===== config.mk =====
export PLATFORM = sky130hd
export DESIGN_NAME = ram_arbiter_flat
export DESIGN_NICKNAME = d
export VERILOG_FILES = /design/src/rtl/ram_arbiter_if.sv /design/src/rtl/ram_arbiter.sv /design/src/flat_wrapper.sv
export SDC_FILE = /design/constraint.sdc
export NUM_CORES = 1
export LEC_CHECK = 0
export BUFFER_PORTS_ARGS = -buffer_cell sky130_fd_sc_hd__buf_2
export CAP_MARGIN = 30
export CORE_UTILIZATION = 49
export CTS_CLUSTER_SIZE = 30
export DETAILED_ROUTE_END_ITERATION = 10
export PLACE_DENSITY = 0.81
export SETUP_SLACK_MARGIN = 0.05
export SLEW_MARGIN = 10
export SYNTH_ARGS = -nofsm -noshare
export SYNTH_HDL_FRONTEND = slang
export SYNTH_SLANG_ARGS = --single-unit

===== constraint.sdc =====
create_clock -name clk -period 2.4 [get_ports clk]
set_input_delay 0.6 -clock clk [delete_from_list [all_inputs] [get_ports clk]]
set_output_delay 0.6 -clock clk [all_outputs]
set_load 0.05 [all_outputs]

===== src/rtl/ram_arbiter_if.sv =====
// rtl/ram_arbiter_if.sv - requester, RAM-port and status signals of ram_arbiter
// slave is the arbiter's view; master is the clients/RAM side.
interface ram_arbiter_if #(
  parameter int bitsDirect  = 6,
  parameter int sizeBitLine = 32
);
  logic                   clear_start;

  logic                   req0;
  logic                   we0;
  logic [bitsDirect-1:0]  addr0;
  logic [sizeBitLine-1:0] wdata0;
  logic                   ack0;
  logic [sizeBitLine-1:0] rdata0;

  logic                   req1;
  logic                   we1;
  logic [bitsDirect-1:0]  addr1;
  logic [sizeBitLine-1:0] wdata1;
  logic                   ack1;
  logic [sizeBitLine-1:0] rdata1;

  logic                   busy;
  logic                   clear_done;

  logic                   ram_we;
  logic [bitsDirect-1:0]  ram_adress;
  logic [sizeBitLine-1:0] ram_data_in;
  logic [sizeBitLine-1:0] ram_data_out;

  modport slave (
    input  clear_start,
    input  req0, we0, addr0, wdata0,
    output ack0, rdata0,
    input  req1, we1, addr1, wdata1,
    output ack1, rdata1,
    output busy, clear_done,
    output ram_we, ram_adress, ram_data_in,
    input  ram_data_out
  );

  modport master (
    output clear_start,
    output req0, we0, addr0, wdata0,
    input  ack0, rdata0,
    output req1, we1, addr1, wdata1,
    input  ack1, rdata1,
    input  busy, clear_done,
    input  ram_we, ram_adress, ram_data_in,
    output ram_data_out
  );
endinterface


===== src/rtl/ram_arbiter.sv =====
// rtl/ram_arbiter.sv - two-requester round-robin RAM port arbiter with zero-clear sequencer
// One transaction per IDLE->ACCESS->RESP pass; CLEAR zero-fills the RAM after reset or on command.
module ram_arbiter #(
  parameter int bitsDirect  = 6,
  parameter int sizeBitLine = 32
) (
  input  logic          clk,
  input  logic          gen_reset_n,
  ram_arbiter_if.slave  bus
);

  typedef enum logic [1:0] {
    S_CLEAR  = 2'd0,
    S_IDLE   = 2'd1,
    S_ACCESS = 2'd2,
    S_RESP   = 2'd3
  } state_t;

  localparam logic [bitsDirect-1:0] LAST_ADDR = '1;
  localparam logic [bitsDirect-1:0] ONE_ADDR  = {{(bitsDirect-1){1'b0}}, 1'b1};

  state_t                 r_state;
  state_t                 w_next;

  logic [bitsDirect-1:0]  r_cnt;
  logic                   r_last_grant;
  logic                   r_win;
  logic                   r_we;
  logic [bitsDirect-1:0]  r_addr;
  logic [sizeBitLine-1:0] r_wdata;
  logic                   r_ack0;
  logic                   r_ack1;
  logic                   r_clear_done;
  logic [sizeBitLine-1:0] r_rdata0;
  logic [sizeBitLine-1:0] r_rdata1;

  logic                   w_grant_valid;
  logic                   w_grant_id;
  logic                   w_ram_we;
  logic [bitsDirect-1:0]  w_ram_adress;
  logic [sizeBitLine-1:0] w_ram_data_in;

  // Under contention the requester not served last time wins; otherwise the sole requester.
  always_comb begin
    w_grant_valid = bus.req0 | bus.req1;
    if (bus.req0 && bus.req1) begin
      w_grant_id = ~r_last_grant;
    end else begin
      w_grant_id = bus.req1;
    end
  end

  always_ff @(posedge clk or negedge gen_reset_n) begin
    if (!gen_reset_n) begin
      r_state <= S_CLEAR;
    end else begin
      r_state <= w_next;
    end
  end

  always_comb begin
    w_next        = r_state;
    w_ram_we      = 1'b0;
    w_ram_adress  = '0;
    w_ram_data_in = '0;
    case (r_state)
      S_CLEAR: begin
        w_ram_we     = 1'b1;
        w_ram_adress = r_cnt;
        if (r_cnt == LAST_ADDR) begin
          w_next = S_IDLE;
        end
      end
      S_IDLE: begin
        if (bus.clear_start) begin
          w_next = S_CLEAR;
        end else if (w_grant_valid) begin
          w_next = S_ACCESS;
        end
      end
      S_ACCESS: begin
        w_ram_we      = r_we;
        w_ram_adress  = r_addr;
        w_ram_data_in = r_wdata;
        w_next        = S_RESP;
      end
      S_RESP: begin
        w_next = S_IDLE;
      end
      default: begin
        w_next = S_CLEAR;
      end
    endcase
  end

  always_ff @(posedge clk or negedge gen_reset_n) begin
    if (!gen_reset_n) begin
      r_cnt        <= '0;
      r_last_grant <= 1'b1;
      r_win        <= 1'b0;
      r_we         <= 1'b0;
      r_addr       <= '0;
      r_wdata      <= '0;
      r_ack0       <= 1'b0;
      r_ack1       <= 1'b0;
      r_clear_done <= 1'b0;
      r_rdata0     <= '0;
      r_rdata1     <= '0;
    end else begin
      r_ack0       <= 1'b0;
      r_ack1       <= 1'b0;
      r_clear_done <= 1'b0;
      case (r_state)
        S_CLEAR: begin
          r_cnt <= r_cnt + ONE_ADDR;
          if (r_cnt == LAST_ADDR) begin
            r_clear_done <= 1'b1;
          end
        end
        S_IDLE: begin
          if (!bus.clear_start && w_grant_valid) begin
            r_win        <= w_grant_id;
            r_last_grant <= w_grant_id;
            r_we         <= w_grant_id ? bus.we1    : bus.we0;
            r_addr       <= w_grant_id ? bus.addr1  : bus.addr0;
            r_wdata      <= w_grant_id ? bus.wdata1 : bus.wdata0;
          end
        end
        S_ACCESS: begin
          // The read port is combinational, so on a write this captures the old contents.
          if (r_win) begin
            r_rdata1 <= bus.ram_data_out;
            r_ack1   <= 1'b1;
          end else begin
            r_rdata0 <= bus.ram_data_out;
            r_ack0   <= 1'b1;
          end
        end
        default: begin
        end
      endcase
    end
  end

  // The write strobe is gated by reset so an aborted clear or write never lands.
  assign bus.ram_we      = w_ram_we & gen_reset_n;
  assign bus.ram_adress  = w_ram_adress;
  assign bus.ram_data_in = w_ram_data_in;
  assign bus.busy        = (r_state != S_IDLE);
  assign bus.clear_done  = r_clear_done;
  assign bus.ack0        = r_ack0;
  assign bus.ack1        = r_ack1;
  assign bus.rdata0      = r_rdata0;
  assign bus.rdata1      = r_rdata1;

endmodule


===== src/flat_wrapper.sv =====
// flat-port wrapper written by rule: the top's interface ports become plain ports
module ram_arbiter_flat 
#(
  parameter int bitsDirect  = 6,
  parameter int sizeBitLine = 32
)
  (clk, gen_reset_n, bus_clear_start, bus_req0, bus_we0, bus_addr0, bus_wdata0, bus_ack0, bus_rdata0, bus_req1, bus_we1, bus_addr1, bus_wdata1, bus_ack1, bus_rdata1, bus_busy, bus_clear_done, bus_ram_we, bus_ram_adress, bus_ram_data_in, bus_ram_data_out);
  ram_arbiter_if #(.bitsDirect(bitsDirect), .sizeBitLine(sizeBitLine)) bus_i ();
  input  logic clk;
  input  logic gen_reset_n;
  input wire logic [$bits(bus_i.clear_start)-1:0] bus_clear_start;
  input wire logic [$bits(bus_i.req0)-1:0] bus_req0;
  input wire logic [$bits(bus_i.we0)-1:0] bus_we0;
  input wire logic [$bits(bus_i.addr0)-1:0] bus_addr0;
  input wire logic [$bits(bus_i.wdata0)-1:0] bus_wdata0;
  output wire logic [$bits(bus_i.ack0)-1:0] bus_ack0;
  output wire logic [$bits(bus_i.rdata0)-1:0] bus_rdata0;
  input wire logic [$bits(bus_i.req1)-1:0] bus_req1;
  input wire logic [$bits(bus_i.we1)-1:0] bus_we1;
  input wire logic [$bits(bus_i.addr1)-1:0] bus_addr1;
  input wire logic [$bits(bus_i.wdata1)-1:0] bus_wdata1;
  output wire logic [$bits(bus_i.ack1)-1:0] bus_ack1;
  output wire logic [$bits(bus_i.rdata1)-1:0] bus_rdata1;
  output wire logic [$bits(bus_i.busy)-1:0] bus_busy;
  output wire logic [$bits(bus_i.clear_done)-1:0] bus_clear_done;
  output wire logic [$bits(bus_i.ram_we)-1:0] bus_ram_we;
  output wire logic [$bits(bus_i.ram_adress)-1:0] bus_ram_adress;
  output wire logic [$bits(bus_i.ram_data_in)-1:0] bus_ram_data_in;
  input wire logic [$bits(bus_i.ram_data_out)-1:0] bus_ram_data_out;
  assign bus_i.clear_start = bus_clear_start;
  assign bus_i.req0 = bus_req0;
  assign bus_i.we0 = bus_we0;
  assign bus_i.addr0 = bus_addr0;
  assign bus_i.wdata0 = bus_wdata0;
  assign bus_ack0 = bus_i.ack0;
  assign bus_rdata0 = bus_i.rdata0;
  assign bus_i.req1 = bus_req1;
  assign bus_i.we1 = bus_we1;
  assign bus_i.addr1 = bus_addr1;
  assign bus_i.wdata1 = bus_wdata1;
  assign bus_ack1 = bus_i.ack1;
  assign bus_rdata1 = bus_i.rdata1;
  assign bus_busy = bus_i.busy;
  assign bus_clear_done = bus_i.clear_done;
  assign bus_ram_we = bus_i.ram_we;
  assign bus_ram_adress = bus_i.ram_adress;
  assign bus_ram_data_in = bus_i.ram_data_in;
  assign bus_i.ram_data_out = bus_ram_data_out;
  ram_arbiter #(.bitsDirect(bitsDirect), .sizeBitLine(sizeBitLine)) u_core (.clk(clk), .gen_reset_n(gen_reset_n), .bus(bus_i));
endmodule

==> impl_metrics.py, run 1 <==
metrics = {
    "logic_synthesis": {
        "synth_top_area_frac": 0.520,
        "ys_seq_area_frac": 0.524,
        "synth_warnings": 0,
        "synth-async-reset-ratio": 1.00,
        "avgSynthCellArea_sq_um": 15.1,
        "synthesis.nets": 489,
        "synth_most_common_cell": "dfrtp_1",
        "ys_ff_latch": 116,
        "ys.flop_type": "dfrtp_1",
        "yosysUniqueCellTypes": 31,
        "ys_top_cells_by_area": "dfrtp_1 (52%), mux2_4 (21%), mux2_2 (13%), and2_1 (3.6%), ha_1 (1.6%)",
        "synth_commonest_cells": "dfrtp_1 (115), mux2_4 (78), mux2_2 (65)",
        "synth_area_sq_um": 5540,
        "synth_top_area_cell": "dfrtp_1",
        "netlist_instances": 367,
        "synth_edf_count": 0,
    },
    "grt": {
        "overflow": 0,
        "grt_pass1_vias": 3783,
        "grt_use_total": 0.206,
        "grt_antenna_before_repair": 0,
        "grt_pass1_wl_mm": 18.4,
        "grt_max_degree": 117,
    },
    "clocking": {
        "cts_tree": "built",
        "cts_hold_buf": 0,
        "cts-root-buf": "clkbuf_16",
        "clock-sinks": 116,
        "clkTransAtPathRegs_ns": 0.05,
        "cts_buffers": 17,
        "worstSkewPairLatency_ns": 0.40,
        "clock_path_buffers": 2,
        "h-tree-depth": 4,
    },
    "sta": {
        "tightest_slew_ns": 0.613,
        "setup_violations": 0,
        "fin_setup_tns_ns": 0,
        "fmax_mhz": 433,
        "period_minus_slack_ns": 2.31,
        "final-hold-violation-count": 0,
        "finalMaxSlewViolations": 0,
        "relSlewSlack": 0.592,
        "clock_skew_ns": 0.00681,
        "rsz0062_at_grt": "true",
        "fin_ws_ns": 0.0885,
        "period_share": 0.963,
    },
    "place": {
        "port-buffer-count": 221,
        "placed_cells": 716,
        "gp_congestion": 0.778,
        "placed_area_sq_um": 6810,
        "dpl.hpwl_mm": 8.45,
        "place_ws_ns": 0.222,
    },
    "finish": {
        "area_delta_synth_final_pct": 36.6,
        "n_antenna_cell": 0,
        "stdcell_count": 747,
        "fin_nets": 717,
        "layout-drive-gt1-share": 0.680,
        "post-route-cell-area_sq_um": 7570,
        "fillerInstances": 775,
    },
    "critical_path": {
        "cp_max_fo": 5,
        "crit_chain": "inv_2 -> ha_2 -> o21ai_0 -> a21boi_2 -> buf_6",
        "cp_data_required_time_ns": 1.80,
        "cp.buffers_inverters": 2,
        "crit_path_start_kind": "flop",
        "cp_top_family": "flip-flops",
        "critPathArrivalTime_ns": 1.71,
        "cp_num_cells": 5,
        "critPathKind": "flop to primary output",
        "ff2ff_path_depth": 6,
        "crit_path_end_kind": "primary output",
        "cpPeakStageDelay_ns": 0.43,
        "cpMaxStageDelayCell": "dfrtp_1",
    },
    "pwr": {
        "power.leakage_uw": 0.00380,
        "power.density_nw_per_um2": 1540,
        "peakVddDrop_mv": 1.15,
    },
    "route": {
        "ant_nets": 0,
        "drt-vias-per-instance": 5.02,
        "drc_errors": 0,
        "num_vias": 3750,
        "drt_iter0_drc": 122,
        "wl_mm": 12.0,
        "wire_per_inst_um": 16.1,
        "first_pass_iters": 5,
    },
    "floorplan": {
        "die_h_um": 108,
        "rows": 38,
        "dieArea_sq_um": 11700,
        "core-area_sq_um": 10900,
        "start_util": 0.506,
        "io_pins": 222,
        "die_x_um": 108,
    },
    "hold_path": {
        "hold_class": "primary input to async pin",
    },
    "status": {
        "outcome": "finished clean",
    },
    "flow_run": {
        "drv_cap": 0,
    },
}
-- stage by stage --
| step | power [uW] | hold slack [ns] | util |
|---|---|---|---|
| after floorplan | 7730 | 0.304 | - |
| after global placement | 8870 | 0.482 | 0.623 |
| after detailed placement | 9030 | 0.486 | 0.623 |
| after CTS | 11700 | 0.338 | 0.687 |
| after global routing | 12200 | 0.336 | 0.692 |
| final | 11600 | 0.280 | 0.692 |
-- logic make-up after synthesis --
group,after synthesis,synth area share
adders and majority gates,7,0.0158
DFF,116,0.524
and+or+nand+nor,53,0.0545
xor gates and xnor gates,5,0.00791
AOI/OAI and AO/OA,16,0.0219
buffers and inverters,25,0.0282
muxes,145,0.347
-- path summary, 6_finish.rpt --
| kind | startpoint | to | slack, ns |
|---|---|---|---|
| max in group asynchronous | gen_reset_n | u_core.bus.rdata1[28] | 1.63 |
| min in group clk | bus_req0 | u_core.r_last_grant | 0.44 |
| setup reg to reg | u_core.r_state[1] | u_core.r_wdata[27] | 0.44 |
| hold reg to reg | u_core.bus.rdata1[30] | u_core.bus.rdata1[30] | 0.50 |
| hold / removal | gen_reset_n | u_core.r_win | 0.28 |
| setup / recovery | u_core.r_state[1] | bus_ram_we | 0.09 |
-- state kept, by name (all words and copies together) (netlist names) --
name	cells
u_core.bus.rdata0	32
u_core.bus.rdata1	32
u_core.r_wdata	32
u_core.r_addr	6
u_core.r_cnt	6
u_core.r_state	2
u_core.bus.ack0	1
u_core.bus.ack1	1
u_core.bus.clear_done	1
u_core.r_last_grant	1
u_core.r_we	1
u_core.r_win	1
-- layout by cell type (no fill, tap or decap), drive strengths merged, types with 2 or more instances in the layout --
cell type	n
a21boi	3
inv	5
ha	7
nor2	8
nand2	6
mux2	143
xor2	2
clkinv	5
and2	32
o21ai	3
bufinv	3
mux2i	2
xnor2	3
a22oi	6
dfrtp	115
clkbuf	25
buf	226
-- power breakdown --
group / leakage, uW / internal [uW] / switching, uW
clock network: 0.000284 / 1650 / 841
registers: 0.00138 / 2940 / 569
logic: 0.00213 / 2060 / 3570
total: 0.00380 / 6650 / 4980
-- layout make-up --
class / instances / area (sq um) / area share
Sequential cell: 116 / 2900 / 0.384
Tap cell: 140 / 175 / 0.0232
Inverter: 5 / 21.3 / 0.00281
Clock inverter: 9 / 130 / 0.0172
Timing Repair Buffer: 229 / 1350 / 0.178
Multi-Input combinational cell: 226 / 2530 / 0.335
Clock buffer: 22 / 454 / 0.0600
-- worst reg2reg max path, cell delays in order, from the launching register on --
cell,delay (ns)
dfrtp_1,0.43
inv_2,0.14
ha_1,0.21
and2b_1,0.23
o21a_2,0.18
buf_12,0.29
mux2_4,0.36
-- what timing repair did --
action                                  4_1_cts  5_1_grt
setup buffers                                 0        0
endpoints found under the setup margin       39       34
gates resized for setup                      41       19
-- per-layer routing --
metal	vias up	GRT usage	routed length [um]
met3	15	0.0639	999
met5	-	0	0
li1	1744	-	-
met4	0	0.0743	154
met2	188	0.349	5850
met1	1803	0.247	4990
Note: power is estimated with default switching activity, not from simulation.
==> run 2: changes to the inputs <==
--- a/config.mk
+++ b/config.mk
@@ -5,12 +5,11 @@
 export SDC_FILE = /design/constraint.sdc
 export NUM_CORES = 1
 export LEC_CHECK = 0
-export BUFFER_PORTS_ARGS = -buffer_cell sky130_fd_sc_hd__buf_2
 export CAP_MARGIN = 30
-export CORE_UTILIZATION = 49
+export CORE_UTILIZATION = 50
 export CTS_CLUSTER_SIZE = 30
 export DETAILED_ROUTE_END_ITERATION = 10
-export PLACE_DENSITY = 0.81
+export DONT_BUFFER_PORTS = 1
 export SETUP_SLACK_MARGIN = 0.05
 export SLEW_MARGIN = 10
 export SYNTH_ARGS = -nofsm -noshare
==> run 2 against run 1 <==
  * The flow now finishes with violations (hold timing)
  * Power rose by 0.46%
  * Global-route usage fell by 0.44 points
  * Via count fell by 16%
  * Clock power rose by 6%
  * First-iteration DRC count rose by 44%
  * Critical path depth did not move
  * Sequential power rose by 59%
  * Combinational power fell by 39%
  * Clock skew rose by 0.00065 ns
  * Clock-buffer cell count fell by 4
  * Critical path type unchanged
==> impl_metrics.py, run 2 (synthesis results as in run 1) <==
metrics = {
    "clocking": {
        "clock-sinks": 116,
        "cts_tree": "built",
        "cts_buffers": 17,
        "clock_path_buffers": 2,
        "h-tree-depth": 4,
        "cts-root-buf": "clkbuf_8",
        "worstSkewPairLatency_ns": 0.52,
        "clkTransAtPathRegs_ns": 0.06,
    },
    "pwr": {
        "power.density_nw_per_um2": 1590,
        "comb_power_share": 0.295,
        "peakVddDrop_mv": 0.745,
        "power.leakage_uw": 0.00329,
        "seqPwrFrac": 0.479,
        "switching_power_uw": 5040,
        "p_clk_frac": 0.226,
        "internal_power_uw": 6640,
        "switching_share": 0.432,
    },
    "hold_path": {
        "hold_class": "primary input to async pin",
    },
    "sta": {
        "fmax_mhz": 418,
        "relSlewSlack": 0.660,
        "finalMaxSlewViolations": 0,
        "fin_setup_tns_ns": 0,
        "fin_ws_ns": 0.00776,
        "hold_ws_ns": -0.225,
        "period_minus_slack_ns": 2.39,
        "period_share": 0.997,
        "tightest_slew_ns": 0.510,
        "rsz0062_at_grt": "true",
        "setup_violations": 0,
        "clock_skew_ns": 0.00746,
        "final-hold-violation-count": 115,
    },
    "finish": {
        "layout-drive-gt1-share": 0.629,
        "n_antenna_cell": 0,
        "area_delta_synth_final_pct": 32.8,
        "mostFrequentLayoutCell": "dfrtp_1",
        "layout_common_cells": "dfrtp_1 (115), mux2_4 (78), mux2_2 (65)",
        "fin_nets": 546,
    },
    "grt": {
        "grt_max_degree": 118,
        "grt_antenna_before_repair": 0,
        "overflow": 0,
        "grt_pass1_wl_mm": 17.1,
        "grt_use_total": 0.202,
        "grt_pass1_vias": 3284,
    },
    "route": {
        "drt-vias-per-instance": 5.43,
        "drc_errors": 0,
        "wire_per_inst_um": 20.2,
        "wl_mm": 11.7,
        "ant_nets": 0,
        "num_vias": 3134,
        "first_pass_iters": 4,
        "drt_iter0_drc": 176,
    },
    "critical_path": {
        "crit_chain": "inv_4 -> ha_4 -> clkbuf_16 -> and2_4 -> buf_12",
        "crit_path_start_kind": "flop",
        "cp_max_fo": 8,
        "crit_path_end_kind": "primary output",
        "cp_data_required_time_ns": 1.80,
        "cpMaxStageDelayCell": "dfrtp_1",
        "reg2reg_from": "u_core.r_state[1]",
        "critPathKind": "flop to primary output",
        "startpoint": "u_core.r_state[0]",
        "cpPeakStageDelay_ns": 0.41,
        "critPathArrivalTime_ns": 1.79,
    },
    "place": {
        "dpl.hpwl_mm": 7.58,
        "place_ws_ns": 0.294,
        "port-buffer-count": 0,
        "gp_congestion": 0.737,
    },
    "floorplan": {
        "io_pins": 222,
        "die_h_um": 107,
        "core-area_sq_um": 10800,
        "rows": 38,
        "dieArea_sq_um": 11500,
        "die_x_um": 107,
        "start_util": 0.513,
    },
    "status": {
        "outcome": "finished, violations left",
        "violations": "hold timing",
    },
    "flow_run": {
        "drv_cap": 0,
    },
}
run 2: changes by cell type in the layout (fill, tap and decap cells not counted), moves of 3 or more:
| cell | previous run | this run |
|---|---|---|
| and2_1 | 32 | 7 |
| inv_6 | 0 | 4 |
| buf_4 | 28 | 7 |
| and2_4 | 0 | 25 |
| clkbuf_4 | 3 | 0 |
| clkbuf_1 | 4 | 1 |
| buf_12 | 4 | 41 |
| buf_2 | 184 | 1 |
run 2: path summary, 6_finish.rpt:
path,cells past startpoint,end,slack [ns]
worst max-delay path,5,bus_ram_data_in[27],0.008
min in group clk,1,u_core.r_last_grant,0.15
max in group asynchronous,0,u_core.r_last_grant,2.32
worst min register to register,1,u_core.r_wdata[20],0.50
worst min-delay path,0,u_core.bus.ack0,-0.22
worst max register to register,7,u_core.r_wdata[31],0.23
run 2: critical path: cells and delay by family (launching register included):
kind,cells,cell delay [ns]
adders and majority gates,1,0.26
DFF,1,0.41
buffers and inverters,3,0.45
and+or+nand+nor,1,0.15
run 2: area by class of cell:
type | count | area (sq um)
multi-input cells | 226 | 2620
clock buffers | 18 | 418
well taps | 140 | 175
clock inverters | 14 | 200
repair buffers | 58 | 1010
inverters | 5 | 25.0
fillers | 768 | 3440
flip-flops and latches | 116 | 2900
run 2: per-stage QoR:
step	total power, uW	instances	utilization	hold WS [ns]	instance area (sq um)
3_5_place_dp	8690	533	0.596	0.307	6440
6_report	11700	577	0.681	-0.225	7350
2_1_floorplan	7730	367	-	0.304	5550
4_1_cts	11500	571	0.664	-0.250	7160
3_3_place_gp	8580	533	0.596	0.307	6440
5_1_grt	12200	577	0.681	-0.260	7350
run 2: metal layers:
| metal | up-vias | part of all wire | GRT usage |
|---|---|---|---|
| met5 | - | 0 | 0 |
| met4 | 0 | 0.023 | 0.0910 |
| met3 | 19 | 0.11 | 0.0875 |
| met2 | 169 | 0.48 | 0.332 |
| met1 | 1541 | 0.38 | 0.226 |
| li1 | 1405 | - | - |
run 2: power by group through the flow:
stage | logic [uW] | clock network, uW | registers (uW)
after global placement | 3010 | 0 | 5570
after global routing | 3660 | 2790 | 5720
after floorplan | 2380 | 0 | 5340
final | 3450 | 2640 | 5590
after CTS | 3270 | 2680 | 5580
after detailed placement | 3120 | 0 | 5580
run 2: repair_timing:
action / 4_1_cts / 5_1_grt
cloned: 1 / 3
setup endpoints to repair: 39 / 40
buffers inserted: 5 / 3
pin swaps: 1 / 4
resized for setup: 18 / 34
endpoints found under the hold margin: 116 / 116
==> run 3: changes to the inputs <==
--- a/config.mk
+++ b/config.mk
@@ -5,6 +5,7 @@
 export SDC_FILE = /design/constraint.sdc
 export NUM_CORES = 1
 export LEC_CHECK = 0
+export ABC_AREA = 1
 export CAP_MARGIN = 30
 export CORE_UTILIZATION = 50
 export CTS_CLUSTER_SIZE = 30
==> run 3 against run 2 <==
  * The flow finishes with violations (hold timing, setup timing)
  * First-iteration DRC count rose by 46%
  * Non-clock buffer count fell by 2
  * Register-to-register slack improved by 0.32 ns
  * Critical path depth did not move
  * Utilization fell by 0.87 points
  * Power fell by 62%
  * Sequential cell count did not move
  * Global-route usage rose by 4.1 points
  * Worst hold slack improved by 0.0033 ns
  * Synthesized area fell by 4.5%
  * Clock power fell by 7.6%
  * Final cell count rose by 45%
  * Critical path type unchanged
  * Largest cell class unchanged
  * Highest routed layer unchanged
==> impl_metrics.py, run 3 <==
metrics = {
    "status": {
        "outcome": "finished, violations left",
        "violations": "hold timing, setup timing",
    },
    "logic_synthesis": {
        "synth_top_family_by_area": "simple AND/OR/NAND/NOR gates",
        "ys_ff_latch": 116,
        "avgSynthCellArea_sq_um": 8.19,
        "synth_warnings": 0,
        "synth-async-reset-ratio": 1.00,
        "synth_most_common_cell": "nand2_1",
        "synth_commonest_cells": "nand2_1 (240), dfrtp_1 (115), inv_1 (112)",
        "synth_xor_area_frac": 0.00828,
        "muxShareOfSynthArea": 0,
        "synth_area_sq_um": 5290,
        "synth_compound_area_frac": 0.126,
        "ys_top_cells_by_area": "dfrtp_1 (54%), nand2_1 (17%), inv_1 (8.0%), o211ai_1 (5.3%), o21ai_0 (4.8%)",
        "synth_edf_count": 0,
        "synthesis.nets": 768,
        "synth_top_area_cell": "dfrtp_1",
        "yosys.area_share.simple": 0.188,
        "ys_seq_area_frac": 0.549,
        "yosysUniqueCellTypes": 28,
        "netlist_instances": 646,
        "synth_top_area_frac": 0.544,
        "synth_adder_area_share": 0.0166,
        "ys.flop_type": "dfrtp_1",
    },
    "place": {
        "place_ws_ns": 0.199,
        "placed_area_sq_um": 6170,
        "port-buffer-count": 0,
        "gp_congestion": 0.851,
        "dpl.hpwl_mm": 8.60,
    },
    "route": {
        "first_pass_iters": 4,
        "num_vias": 4211,
        "drt-vias-per-instance": 5.04,
        "drc_errors": 0,
        "ant_nets": 0,
        "drt_iter0_drc": 257,
        "wl_mm": 12.4,
        "wire_per_inst_um": 14.8,
    },
    "critical_path": {
        "r2r_end": "u_core.r_wdata[15]",
        "ff2ff_path_depth": 8,
        "crit_path_end_kind": "primary output",
        "crit_path_start_kind": "flop",
        "cp_max_fo": 7,
        "reg2reg_slack_ns": 0.55,
        "critPathKind": "flop to primary output",
        "reg2reg_from": "u_core.r_state[1]",
        "critPathArrivalTime_ns": 1.81,
        "endpoint": "bus_ram_we",
        "startpoint": "u_core.r_state[1]",
        "cp_data_required_time_ns": 1.80,
    },
    "floorplan": {
        "die_h_um": 105,
        "start_util": 0.514,
        "core-area_sq_um": 10300,
        "rows": 37,
        "io_pins": 222,
        "die_x_um": 105,
        "dieArea_sq_um": 11000,
    },
    "grt": {
        "grt_pass1_vias": 4122,
        "grt_max_degree": 118,
        "grt_antenna_before_repair": 0,
        "overflow": 0,
        "grt_pass1_wl_mm": 20.6,
        "grt_use_total": 0.243,
    },
    "sta": {
        "tightest_slew_ns": 0.655,
        "finalMaxSlewViolations": 0,
        "fmax_mhz": 416,
        "final-hold-violation-count": 115,
        "relSlewSlack": 0.563,
        "period_share": 1.00,
        "setup_violations": 4,
        "rsz0062_at_grt": "true",
        "hold_ws_ns": -0.222,
        "clock_skew_ns": 0.00638,
        "fin_ws_ns": -0.00665,
        "period_minus_slack_ns": 2.41,
    },
    "finish": {
        "area_delta_synth_final_pct": 30.7,
        "mostFrequentLayoutCell": "nand2_1",
        "post-route-cell-area_sq_um": 6910,
        "layout_common_cells": "nand2_1 (236), dfrtp_1 (114), inv_1 (97)",
        "layout-drive-gt1-share": 0.181,
        "n_antenna_cell": 0,
        "fin_nets": 809,
    },
    "clocking": {
        "worstSkewPairLatency_ns": 0.52,
        "h-tree-depth": 4,
        "cts_tree": "built",
        "clkTransAtPathRegs_ns": 0.06,
        "cts_buffers": 17,
        "cts-root-buf": "clkbuf_8",
        "clock_path_buffers": 2,
        "clock-sinks": 116,
    },
    "pwr": {
        "power.leakage_uw": 0.00383,
        "power.density_nw_per_um2": 647,
        "power_uw": 4470,
        "peakVddDrop_mv": 0.500,
    },
    "flow_run": {
        "drv_cap": 0,
    },
    "hold_path": {
        "hold_class": "primary input to async pin",
    },
}
## run 3: changes by cell type in the layout (fill, tap and decap cells not counted), sizes merged, moves of 6 or more
cell,previous run,this run
o211ai,0,37
mux2,143,0
inv,8,116
o21ai,3,64
nand2,6,240
nand3,1,9
a22oi,6,0
and2,32,0
## run 3: worst min-delay path by stage
| stage | start | end | slack [ns] | cells past startpoint |
|---|---|---|---|---|
| CTS | gen_reset_n | u_core.bus.rdata0[1] | -0.25 | 0 |
| global route | gen_reset_n | u_core.bus.rdata1[1] | -0.26 | 0 |
| floorplan | gen_reset_n | u_core.bus.ack0 | 0.30 | 0 |
| detailed placement | gen_reset_n | u_core.bus.rdata0[31] | 0.31 | 0 |
| global placement | gen_reset_n | u_core.bus.rdata0[4] | 0.31 | 0 |
| finish | gen_reset_n | u_core.bus.rdata0[0] | -0.22 | 0 |
## run 3: cell type report
| cell class | count | area [sq um] |
|---|---|---|
| well taps | 136 | 170 |
| fillers | 842 | 3360 |
| clock buffers | 18 | 418 |
| multi-input cells | 381 | 1880 |
| inverters | 115 | 434 |
| flip-flops and latches | 116 | 2910 |
| clock inverters | 14 | 161 |
| repair buffers | 56 | 942 |
## run 3: timing repair
item,4_1_cts,5_1_grt
pin swaps,3,1
resized for setup,37,4
buffers inserted,7,0
endpoints found under the setup margin,39,39
hold endpoints to repair,116,116
## run 3: layer usage
| metal | vias up | global-route usage | share of wire |
|---|---|---|---|
| li1 | 2070 | - | - |
| met1 | 1951 | 0.302 | 0.42 |
| met2 | 166 | 0.388 | 0.48 |
| met3 | 24 | 0.0898 | 0.079 |
| met4 | 0 | 0.0895 | 0.021 |
| met5 | - | 0 | 0 |
## run 3: critical path, stage by stage, from the launching register on
cell	delay (ns)
dfrtp_2	0.46
ha_4	0.20
buf_6	0.12
nor2_4	0.25
nor3b_2	0.09
buf_6	0.16
## run 3: cell families (layout without fill, tap and decap cells)
family	after synthesis	count (layout)
simple gates	257	257
buf+inv	149	203
fa+ha+maj	7	7
xor+xnor	5	5
flops	116	116
compound gates	112	112
## run 3: through the flow
| step | TNS, ns | std cells | utilization |
|---|---|---|---|
| after floorplan | -0.0606 | 646 | - |
| after global placement | 0 | 797 | 0.601 |
| after detailed placement | 0 | 797 | 0.601 |
| after CTS | -0.0113 | 836 | 0.671 |
| after global routing | -1.07 | 836 | 0.673 |
| final | -0.0112 | 836 | 0.673 |
## run 3: power breakdown
part           leakage (uW)  internal [uW]  switching [uW]
clock              0.000284           1570             869
combinational       0.00228           24.1            52.1
sequential          0.00127           1960               0
